===== src/rtl/cam_field_lock_monitor.sv =====
// Per-field line/period measurement and input lock state machine for the camera stream.
// Optional build macro FIELD_LOCK_PERIOD_CHECK_EN adds the period tolerance to the good-field test.
module cam_field_lock_monitor #(
    parameter int NOMINAL_LINES  = 262,
    parameter int LINE_TOL       = 2,
    parameter int NOMINAL_PERIOD = 450450,
    parameter int PERIOD_TOL     = 2000,
    parameter int LOCK_FIELDS    = 4,
    parameter int LOSE_FIELDS    = 3,
    parameter int TIMEOUT_CLKS   = 1080000
) (
    input  logic        cam_pclk,
    input  logic        cam_reset,
    input  logic        cam_line_valid,
    input  logic        cam_field_toggle,
    input  logic        clear,
    output logic        field_new,
    output logic [9:0]  lines_last,
    output logic [23:0] period_last,
    output logic [9:0]  lines_min,
    output logic [9:0]  lines_max,
    output logic [15:0] bad_field_cnt,
    output logic        locked,
    output logic [15:0] status16
);

    typedef enum logic [1:0] {
        ST_UNLOCKED = 2'd0,
        ST_ACQUIRE  = 2'd1,
        ST_LOCKED   = 2'd2,
        ST_HOLDOVER = 2'd3
    } state_t;

    localparam int          LINES_LO   = NOMINAL_LINES - LINE_TOL;
    localparam int          LINES_HI   = NOMINAL_LINES + LINE_TOL;
    localparam int          PERIOD_LO  = NOMINAL_PERIOD - PERIOD_TOL;
    localparam int          PERIOD_HI  = NOMINAL_PERIOD + PERIOD_TOL;
    localparam logic [3:0]  LOCK_N     = 4'(LOCK_FIELDS);
    localparam logic [3:0]  LOSE_N     = 4'(LOSE_FIELDS);
    localparam logic [23:0] TIMEOUT_24 = 24'(TIMEOUT_CLKS);

    state_t      state_q, state_d;
    logic [3:0]  good_run_q, good_run_d;
    logic [3:0]  bad_run_q, bad_run_d;
    logic        field_tgl_q, field_tgl_d;
    logic        lv_q, lv_d;
    logic [9:0]  line_cnt_q, line_cnt_d;
    logic [23:0] period_cnt_q, period_cnt_d;
    logic        armed_q, armed_d;
    logic        field_new_q, field_new_d;
    logic [9:0]  lines_last_q, lines_last_d;
    logic [23:0] period_last_q, period_last_d;
    logic [9:0]  lines_min_q, lines_min_d;
    logic [9:0]  lines_max_q, lines_max_d;
    logic [15:0] bad_cnt_q, bad_cnt_d;
    logic        timeout_flag_q, timeout_flag_d;
    logic        last_good_q, last_good_d;

    logic        field_edge;
    logic        line_rise;
    logic        latch;
    logic        timeout_hit;
    logic        line_ok;
    logic        period_ok;
    logic        field_good;
    logic signed [31:0] lines_s;
    logic signed [31:0] period_s;

    assign field_edge  = cam_field_toggle ^ field_tgl_q;
    assign line_rise   = cam_line_valid & ~lv_q;
    assign latch       = field_edge & armed_q;
    assign timeout_hit = ~field_edge & (period_cnt_q == TIMEOUT_24);

    // Counter values at the edge describe the field that just ended.
    assign lines_s   = $signed({22'd0, line_cnt_q});
    assign period_s  = $signed({8'd0, period_cnt_q});
    assign line_ok   = (lines_s >= LINES_LO) && (lines_s <= LINES_HI);
    assign period_ok = (period_s >= PERIOD_LO) && (period_s <= PERIOD_HI);

`ifdef FIELD_LOCK_PERIOD_CHECK_EN
    assign field_good = line_ok & period_ok;
`else
    // Period window is still evaluated but never gates the decision in this build.
    assign field_good = line_ok | (period_ok & 1'b0);
`endif

    always_comb begin
        field_tgl_d    = cam_field_toggle;
        lv_d           = cam_line_valid;
        line_cnt_d     = line_cnt_q;
        period_cnt_d   = period_cnt_q;
        armed_d        = armed_q;
        field_new_d    = latch;
        lines_last_d   = lines_last_q;
        period_last_d  = period_last_q;
        lines_min_d    = lines_min_q;
        lines_max_d    = lines_max_q;
        bad_cnt_d      = bad_cnt_q;
        timeout_flag_d = timeout_flag_q;
        last_good_d    = last_good_q;

        if (field_edge) begin
            line_cnt_d = line_rise ? 10'd1 : '0;
        end else if (line_rise && (line_cnt_q != '1)) begin
            line_cnt_d = line_cnt_q + 10'd1;
        end

        if (field_edge) begin
            period_cnt_d = 24'd1;
        end else if (period_cnt_q != '1) begin
            period_cnt_d = period_cnt_q + 24'd1;
        end

        if (field_edge) begin
            armed_d = 1'b1;
        end else if (timeout_hit) begin
            armed_d = 1'b0;
        end

        if (clear) begin
            timeout_flag_d = 1'b0;
        end
        if (timeout_hit) begin
            timeout_flag_d = 1'b1;
        end

        // Clear first, so a field latched in the same cycle lands on fresh statistics.
        if (clear) begin
            lines_min_d = '1;
            lines_max_d = '0;
            bad_cnt_d   = '0;
        end
        if (latch) begin
            lines_last_d  = line_cnt_q;
            period_last_d = period_cnt_q;
            last_good_d   = field_good;
            if (line_cnt_q < lines_min_d) begin
                lines_min_d = line_cnt_q;
            end
            if (line_cnt_q > lines_max_d) begin
                lines_max_d = line_cnt_q;
            end
            if (!field_good && (bad_cnt_d != '1)) begin
                bad_cnt_d = bad_cnt_d + 16'd1;
            end
        end
    end

    always_comb begin
        state_d    = state_q;
        good_run_d = good_run_q;
        bad_run_d  = bad_run_q;

        if (latch) begin
            case (state_q)
                ST_UNLOCKED: begin
                    if (field_good) begin
                        if (LOCK_N == 4'd1) begin
                            state_d    = ST_LOCKED;
                            good_run_d = '0;
                        end else begin
                            state_d    = ST_ACQUIRE;
                            good_run_d = 4'd1;
                        end
                        bad_run_d = '0;
                    end
                end
                ST_ACQUIRE: begin
                    if (field_good) begin
                        if (good_run_q + 4'd1 == LOCK_N) begin
                            state_d    = ST_LOCKED;
                            good_run_d = '0;
                        end else begin
                            good_run_d = good_run_q + 4'd1;
                        end
                    end else begin
                        state_d    = ST_UNLOCKED;
                        good_run_d = '0;
                    end
                end
                ST_LOCKED: begin
                    if (!field_good) begin
                        if (LOSE_N == 4'd1) begin
                            state_d   = ST_UNLOCKED;
                            bad_run_d = '0;
                        end else begin
                            state_d   = ST_HOLDOVER;
                            bad_run_d = 4'd1;
                        end
                        good_run_d = '0;
                    end
                end
                ST_HOLDOVER: begin
                    if (field_good) begin
                        state_d   = ST_LOCKED;
                        bad_run_d = '0;
                    end else if (bad_run_q + 4'd1 == LOSE_N) begin
                        state_d   = ST_UNLOCKED;
                        bad_run_d = '0;
                    end else begin
                        bad_run_d = bad_run_q + 4'd1;
                    end
                end
                default: begin
                    state_d = ST_UNLOCKED;
                end
            endcase
        end else if (timeout_hit) begin
            state_d    = ST_UNLOCKED;
            good_run_d = '0;
            bad_run_d  = '0;
        end
    end

    always_ff @(posedge cam_pclk or posedge cam_reset) begin
        if (cam_reset) begin
            state_q        <= ST_UNLOCKED;
            good_run_q     <= '0;
            bad_run_q      <= '0;
            field_tgl_q    <= 1'b0;
            lv_q           <= 1'b0;
            line_cnt_q     <= '0;
            period_cnt_q   <= '0;
            armed_q        <= 1'b0;
            field_new_q    <= 1'b0;
            lines_last_q   <= '0;
            period_last_q  <= '0;
            lines_min_q    <= '1;
            lines_max_q    <= '0;
            bad_cnt_q      <= '0;
            timeout_flag_q <= 1'b0;
            last_good_q    <= 1'b0;
        end else begin
            state_q        <= state_d;
            good_run_q     <= good_run_d;
            bad_run_q      <= bad_run_d;
            field_tgl_q    <= field_tgl_d;
            lv_q           <= lv_d;
            line_cnt_q     <= line_cnt_d;
            period_cnt_q   <= period_cnt_d;
            armed_q        <= armed_d;
            field_new_q    <= field_new_d;
            lines_last_q   <= lines_last_d;
            period_last_q  <= period_last_d;
            lines_min_q    <= lines_min_d;
            lines_max_q    <= lines_max_d;
            bad_cnt_q      <= bad_cnt_d;
            timeout_flag_q <= timeout_flag_d;
            last_good_q    <= last_good_d;
        end
    end

    assign field_new     = field_new_q;
    assign lines_last    = lines_last_q;
    assign period_last   = period_last_q;
    assign lines_min     = lines_min_q;
    assign lines_max     = lines_max_q;
    assign bad_field_cnt = bad_cnt_q;
    assign locked        = state_q[1];
    assign status16      = {10'd0, armed_q, last_good_q, timeout_flag_q, state_q[1], state_q};

endmodule

===== config.mk =====
export PLATFORM = sky130hd
export DESIGN_NAME = cam_field_lock_monitor
export DESIGN_NICKNAME = d
export VERILOG_FILES = /design/src/rtl/cam_field_lock_monitor.sv
export SDC_FILE = /design/constraint.sdc
export NUM_CORES = 1
export LEC_CHECK = 0
export CAP_MARGIN = 30
export CELL_PAD_IN_SITES_DETAIL_PLACEMENT = 1
export CELL_PAD_IN_SITES_GLOBAL_PLACEMENT = 1
export CORE_MARGIN = 2
export CORE_UTILIZATION = 53
export DETAILED_ROUTE_END_ITERATION = 7
export DONT_BUFFER_PORTS = 1
export PLACE_DENSITY_LB_ADDON = 0.1
export SYNTH_ARGS = -nofsm -noshare
export SYNTH_HDL_FRONTEND = slang
export SYNTH_SLANG_ARGS = --single-unit

===== constraint.sdc =====
create_clock -name cam_pclk -period 12.5 [get_ports cam_pclk]
set_input_delay 2.5 -clock cam_pclk [delete_from_list [all_inputs] [get_ports cam_pclk]]
set_output_delay 2.5 -clock cam_pclk [all_outputs]
set_load 0.02 [all_outputs]

==> results of run 1 <==
## critical path, stage by stage
cell	delay (ps)
xor2_2	110
buf_4	400
nand2_1	110
buf_4	290
inv_2	510
nand4_1	370
and2_4	290
a211o_1	290
## logic make-up after synthesis
kind of cell,after synthesis
and+or+nand+nor,379
adders and majority gates,33
DFF,120
buffers and inverters,82
xor gates and xnor gates,33
other,1
AOI/OAI and AO/OA,128
muxes,15
## flip-flops by register name, indices dropped and copies added (netlist names), 4 cells and up
register,cells
bad_field_cnt,16
bad_run_q,4
good_run_q,4
line_cnt_q,10
lines_last,10
lines_max,10
lines_min,10
period_cnt_q,24
period_last,24
## cells in the mapped netlist (all sizes together), types with 2 or more instances
cell,instances
and2,8
a21oi,14
xor2,17
o21ai,26
a2111oi,4
nor2,72
nor4b,3
o221ai,2
o2111ai,11
buf,28
nor3,20
and4,4
or4,16
a21o,4
and4b,2
nand2,131
dfstp,10
ha,33
nor2b,12
a211o,3
mux2i,3
a211oi,14
a31oi,6
nand4,22
nor4,7
nand3,39
a311oi,22
and3b,2
xnor2,16
and3,12
or3,7
mux2,12
a21boi,2
nand2b,15
dfrtp,110
o31ai,3
clkbuf,36
o311ai,2
inv,18
o211ai,4
## final timing paths
| kind | from | to | slack (ps) |
|---|---|---|---|
| worst max-delay path | cam_field_toggle | good_run_q[3] | 7900 |
| worst min-delay path | period_cnt_q[14] | period_last[14] | 560 |
| worst max register to register | field_tgl_q | good_run_q[3] | 9490 |
| worst min register to register | period_cnt_q[14] | period_last[14] | 560 |
| max in group asynchronous | cam_reset | good_run_q[1] | 9490 |
| min in group asynchronous | cam_reset | bad_field_cnt[6] | 2020 |
## cell type report
type | count | area (µm²) | area share (%)
repair buffers | 11 | 114 | 1.44
inverters | 18 | 70.1 | 0.888
well taps | 176 | 220 | 2.79
clock buffers | 20 | 457 | 5.79
clock inverters | 12 | 174 | 2.20
flip-flops and latches | 120 | 3020 | 38.2
multi-input cells | 598 | 3840 | 48.7
## metal layers
layer	part of all wire, %	track usage (%)
met1	42	34.7
met2	53	49.3
met3	4.0	6.04
met4	1.5	10.1
met5	0	0
## power by group
group | internal [mW] | switching (mW) | total (mW) | leakage, nW
combinational | 0.0630 | 0.110 | 0.173 | 1.63
sequential | 0.411 | 0.0487 | 0.460 | 1.61
clock | 0.343 | 0.182 | 0.524 | 0.298
total | 0.817 | 0.341 | 1.16 | 3.54
## stage by stage
step                      hold WS (ps)  worst slack, ps  cells
final                              558             7900    955
after global routing               606             7660    955
after CTS                          571             7900    953
after detailed placement           555             7470    921
after global placement             545             7580    920
after floorplan                    447             6830    800
==> summary.txt, run 1 <==
clock skew: 8.01 ps
number of global-route vias before repair: 6390
area of the core: 13200 µm²
Die ar.: 14500 µm²
Critical Path Fanout Max: 42
worst-margin pin slew: 916 ps
most common cell after layout, fill and taps aside: nand2_1
Slew headroom: 39.0%
CP required: 12800 ps
initial antenna violation count: 0
Die Y: 121 µm
pin count of the biggest net entering global routing: 77
clock-pin slew on the worst setup and hold paths: 50 ps
total number of vias: 6039
overall power: 1.16 mW
RSZ-0062 raised after global routing: no
Seq/Total Area, Yosys: 41.8%
Max Slew Vio Count: 0
hpwl dp: 13100 µm
CP startpoint kind: input port
DRT Pass-1 Iters: 4
routed vias/inst: 6.32
Post-CTS Hold Fix Bufs: 0
Pwr Density: 147 nW/µm²
Antenna diodes: 0
first-pass GRT wire length: 32700 µm
Hold Path Depth: 2
Hold WC Path Type: reg2reg
io pins: 93
crit path kind: in2reg
DP Area: 7220 µm²
Num CTS Buffers: 17
Layout Nets: 804
Die W: 121 µm
Synth Area in XOR/XNOR: 4.22%
CTS tree: yes
DRT iter0 DRCs: 377
worst-skew pair later-pin latency: 430 ps
Clock Path Buffers: 2
post-CTS setup buffer count: 0
Clock Sinks: 120
simple-gate area share of the yosys netlist: 26.1%
mapped cell area: 7210 µm²
Synth top area share: 38.2%
final standard cell area without fillers: 7890 µm²
post-route minimum period: 4600 ps
post-route ant nets: 0
maxcap violations: 0
Congestion Overflow GR: 0
largest family of logic cells by synthesized area: simple AND/OR/NAND/NOR gates
total leakage power: 3.54 nW
Mapped Cells: 791
routed wire length: 19800 µm
period utilization: 36.8%
wire length per cell: 20.7 µm
predominant post-synthesis flop cell: dfrtp_1
Rows: 42
TNS Setup: 0 ps
Peak VDD IR: 0.0773 mV
most frequent cells in the layout: nand2_1, dfrtp_1, nor2_1
Critical Path Sink Type: flip-flop
asr flop ratio synth: 100%
starting density of the core: 54.4%
Netlist cell types: 79
synth warn: 0
Placer Congestion: 0.864
post-layout util: 59.6%
portion of netlist area occupied by mux cells: 2.76%
post-CTS sizing: 0
flops & latches, synth: 120
Fillers: 1547
max frequency: 217 MHz
Synth-to-Final Area Change: 9.44%
largest cells by area after synthesis: dfrtp_1, nand2_1, ha_1, nor2_1, dfstp_2
status: completed
average instance area after synthesis: 9.11 µm²
Final Hold Fails: 0
post-synthesis adder-cell area fraction: 5.73%
Compound-Gate Fraction of Synth Area: 13.9%
# port buffers: 0
R2R depth: 8
Arr. time, crit path: 4910 ps
count of final setup violators: 0
GRT Overall Usage: 28.3%
layout cells sized above 1: 11.0%
Post-synth EDFFs: 0
DRC: 0
Root Driver: clkbuf_16
Yosys top cell by area: dfrtp_1
H-tree Lvls: 4
(Power assumes the default switching activity.)
==> run 2, diff against run 1 <==
- CORE_UTILIZATION: 53 -> 49
- clock period: 12.5 -> 4.8 ns (I/O delays scaled with it)
==> run 2 against run 1 <==
Net effect:
- clock power rose to 2.8 times the previous value
- clock skew down 0.80 ps
- non-clock buffer count up 2
- combinational power rose to 2.6 times the previous value
- cell count up 1.0%
- critical endpoint unchanged
- count of clock-buffer cells in the layout down 1
- critical path depth down 2
- highest routed layer unchanged
- first-iteration DRC count down 26%
==> summary.txt, run 2 (synthesis gave the netlist of run 1 again) <==
status: completed
count of final setup violators: 0
pre-CTS WS: 1490 ps
DP Area: 7250 µm²
Peak VDD IR: 0.239 mV
non-filler cells, final: 965
Slew headroom: 36.5%
Die Y: 125 µm
DRC: 0
final standard cell area without fillers: 7930 µm²
total leakage power: 3.56 nW
worst hold margin: 560 ps
routed vias/inst: 6.16
hpwl dp: 13200 µm
area of the core: 14500 µm²
max frequency: 358 MHz
routed wire length: 19700 µm
most frequent cells in the layout: nand2_1, dfrtp_1, nor2_1
Layout Nets: 806
Pwr Density: 391 nW/µm²
post-CTS setup buffer count: 0
clock skew: 7.22 ps
post-route minimum period: 2790 ps
Synth-to-Final Area Change: 10.1%
io pins: 93
worst-margin pin slew: 952 ps
GRT Overall Usage: 26.1%
RSZ-0062 raised after global routing: no
TNS Setup: 0 ps
total number of vias: 5946
CTS tree: yes
Critical Path Sink Type: flip-flop
CP startpoint kind: input port
DRT iter0 DRCs: 280
number of global-route vias before repair: 6438
post-route ant nets: 0
setup slack after layout: 2010 ps
Die W: 125 µm
Root Driver: clkbuf_16
Final Hold Fails: 0
worst min-delay path startpoint: cam_line_valid
DRT Pass-1 Iters: 4
Placer Congestion: 0.881
Worst Setup SP: cam_field_toggle
post-layout util: 54.8%
overall power: 3.10 mW
Hold WC Path Type: in2reg
most common cell after layout, fill and taps aside: nand2_1
Fillers: 1642
Num CTS Buffers: 17
crit path kind: in2reg
first-pass GRT wire length: 33200 µm
wire length per cell: 20.4 µm
clock-pin slew on the worst setup and hold paths: 60 ps
initial antenna violation count: 0
period utilization: 58.2%
layout cells sized above 1: 11.4%
Max Slew Vio Count: 0
Clock Path Buffers: 2
Critical Path Fanout Max: 37
Die ar.: 15700 µm²
maxcap violations: 0
Antenna diodes: 0
worst-skew pair later-pin latency: 430 ps
pin count of the biggest net entering global routing: 75
Rows: 44
# port buffers: 0
starting density of the core: 49.8%
Post-CTS Hold Fix Bufs: 0
Arr. time, crit path: 3110 ps
Congestion Overflow GR: 0
Clock Sinks: 120
CP required: 5110 ps
post-CTS sizing: 0
H-tree Lvls: 4
placed cells: 932
worst flop-to-flop path startpoint: field_tgl_q
-- run 2: critical path: stages --
cell and delay (ps):
xor2_2 440, nand2_1 170, inv_2 530, nand4_1 400, and2_4 300, a211o_1 280
-- run 2: final cells by class --
cell class / count / area, µm² / share of cell area (%)
Inverter: 18 / 70.1 / 0.883
Sequential cell: 120 / 3020 / 38.0
Clock buffer: 19 / 453 / 5.71
Clock inverter: 13 / 216 / 2.73
Multi-Input combinational cell: 598 / 3840 / 48.4
Timing Repair Buffer: 13 / 109 / 1.37
Tap cell: 184 / 230 / 2.90
-- run 2: worst paths after layout --
kind	to	slack, ps	cells after the start
max	good_run_q[3]	2010	6
min	lv_q	560	0
max reg2reg	good_run_q[3]	2030	6
min reg2reg	period_last[14]	560	2
max in group asynchronous	lines_min[2]	3240	2
min in group asynchronous	period_last[9]	620	1
-- run 2: metal layers --
layer / GRT usage, % / routed length, µm / vias to the layer above
met3: 5.48 / 731 / 30
li1: - / - / 2769
met1: 31.8 / 8480 / 3038
met2: 45.7 / 10100 / 109
met4: 9.61 / 392 / 0
met5: 0 / 0 / -
-- run 2: power by group --
part           switching [mW]  internal, mW
registers               0.122          1.07
logic                   0.291         0.164
clock network           0.497         0.954
total                   0.910          2.19
==> run 3, diff against run 2 <==
- CORE_UTILIZATION: 49 -> 44
- clock period: 4.8 -> 2.33 ns (I/O delays scaled with it)
==> run 3 against run 2 <==
Net effect:
- sequential power increased by 98%
- design area grew 9.0%
- wire length rose by 7.1%
- total power up 110%
- clock power rose by 99%
- critical endpoint is now good_run_q[2]
- global-route usage shrank 1.2 points
- first-iteration DRC count rose by 9.6%
- count of clock-buffer cells in the layout increased by 5
- largest cell class unchanged
- worst setup slack worse by 1900 ps
==> summary.txt, run 3 (synthesis gave the netlist of run 1 again) <==
Root Driver: clkbuf_16
routed wire length: 21100 µm
Peak VDD IR: 0.554 mV
placed cells: 1031
worst hold margin: 66.4 ps
Slew headroom: 55.9%
Clock Sinks: 120
worst min-delay path startpoint: cam_line_valid
combinational share of power: 18.2%
share of power burned in registers: 36.8%
Placer Congestion: 0.902
maxcap violations: 0
total leakage power: 3.96 nW
layout cells sized above 1: 19.7%
Worst Setup SP: line_cnt_q[6]
Max Slew Vio Count: 0
count of final setup violators: 0
Sw Share: 28.7%
CP startpoint kind: flip-flop
starting density of the core: 45.2%
CTS tree: yes
Worst R2R Setup Slack: 70 ps
max frequency: 443 MHz
Num CTS Buffers: 17
Critical Path Fanout Max: 8
Hold WC Path Type: in2reg
most frequent cells in the layout: nand2_1, dfrtp_1, buf_4
clock network fraction of design power: 45.0%
Hold Path Depth: 0
Die W: 132 µm
CP required: 2640 ps
Final Hold Fails: 0
DRT iter0 DRCs: 307
most common cell after layout, fill and taps aside: nand2_1
R2R depth: 5
initial antenna violation count: 0
non-filler cells, final: 1063
worst-margin pin slew: 656 ps
number of global-route vias before repair: 6711
first-pass GRT wire length: 35200 µm
pin count of the biggest net entering global routing: 59
Layout Nets: 873
status: completed
Switch Pwr: 1.84 mW
post-route ant nets: 0
hpwl dp: 14600 µm
Antenna diodes: 0
worst flop-to-flop path startpoint: line_cnt_q[6]
io pins: 93
area of the core: 15900 µm²
Rows: 46
# port buffers: 0
RSZ-0062 raised after global routing: yes
Fillers: 1825
post-route minimum period: 2260 ps
clock-pin slew on the worst setup and hold paths: 60 ps
wire length per cell: 19.8 µm
Pwr Density: 743 nW/µm²
Congestion Overflow GR: 0
worst-skew pair later-pin latency: 430 ps
cell-internal power: 4.58 mW
DRT Pass-1 Iters: 4
Synth-to-Final Area Change: 19.9%
clock skew: 12.2 ps
H-tree Lvls: 4
post-CTS setup buffer count: 0
routed vias/inst: 5.89
period utilization: 96.9%
Arr. time, crit path: 2570 ps
DRC: 0
Die ar.: 17400 µm²
Critical Path Sink Type: flip-flop
GRT Overall Usage: 24.9%
Clock Path Buffers: 2
total number of vias: 6257
Die Y: 132 µm
crit path kind: reg2reg
==> run 3: power by group through the flow <==
| stage | clock [mW] | combinational, mW | sequential (mW) |
|---|---|---|---|
| final | 2.89 | 1.17 | 2.36 |
| after global routing | 3.01 | 1.28 | 2.38 |
| after floorplan | 0 | 0.801 | 2.42 |
| after global placement | 0 | 1.10 | 2.39 |
| after CTS | 2.91 | 1.17 | 2.37 |
| after detailed placement | 0 | 1.15 | 2.40 |
==> run 3: critical path, stage by stage (launching register included) <==
cell     delay (ps)
dfrtp_1         520
nor4b_4         520
a31o_2          260
nand4_1         280
and2_4          290
a211o_1         280
==> run 3: routing by layer <==
metal,vias up,routed length [µm],GRT usage [%]
met2,136,11000,43.7
met1,3186,9010,30.7
met5,-,0,0
li1,2902,-,-
met4,0,375,8.45
met3,33,733,4.77
==> run 3: what timing repair did <==
item / CTS / global route
setup endpoints to repair: 0 / 4
resized for setup: 0 / 3
hold buffers: 1 / 0
hold endpoints to repair: 1 / 0
==> run 3: final timing paths <==
kind,end
max,good_run_q[2]
min,lv_q
max reg2reg,good_run_q[2]
min reg2reg,period_last[14]
max in group asynchronous,line_cnt_q[9]
min in group asynchronous,field_new
==> run 3: final cells by class <==
class / instances / area [µm²] / share of cell area [%]
timing repair buffer: 80 / 678 / 7.84
inverter: 18 / 71.3 / 0.825
multi-input combinational: 598 / 3970 / 45.9
clock buffer: 24 / 502 / 5.80
sequential: 120 / 3020 / 34.9
clock inverter: 7 / 139 / 1.61
tap: 216 / 270 / 3.13
==> run 3: stage by stage <==
step / util, % / area (µm²) / setup TNS [ps] / setup WS (ps) / power (mW)
floorplan: - / 7410 / -837 / -90.7 / 3.22
global placement: 50.0 / 7980 / 0 / 133 / 3.49
detailed placement: 50.0 / 7980 / 0 / 56.0 / 3.55
CTS: 54.1 / 8630 / 0 / 62.3 / 6.45
global route: 54.2 / 8650 / -79.9 / -26.2 / 6.67
finish: 54.2 / 8650 / 0 / 72.9 / 6.42
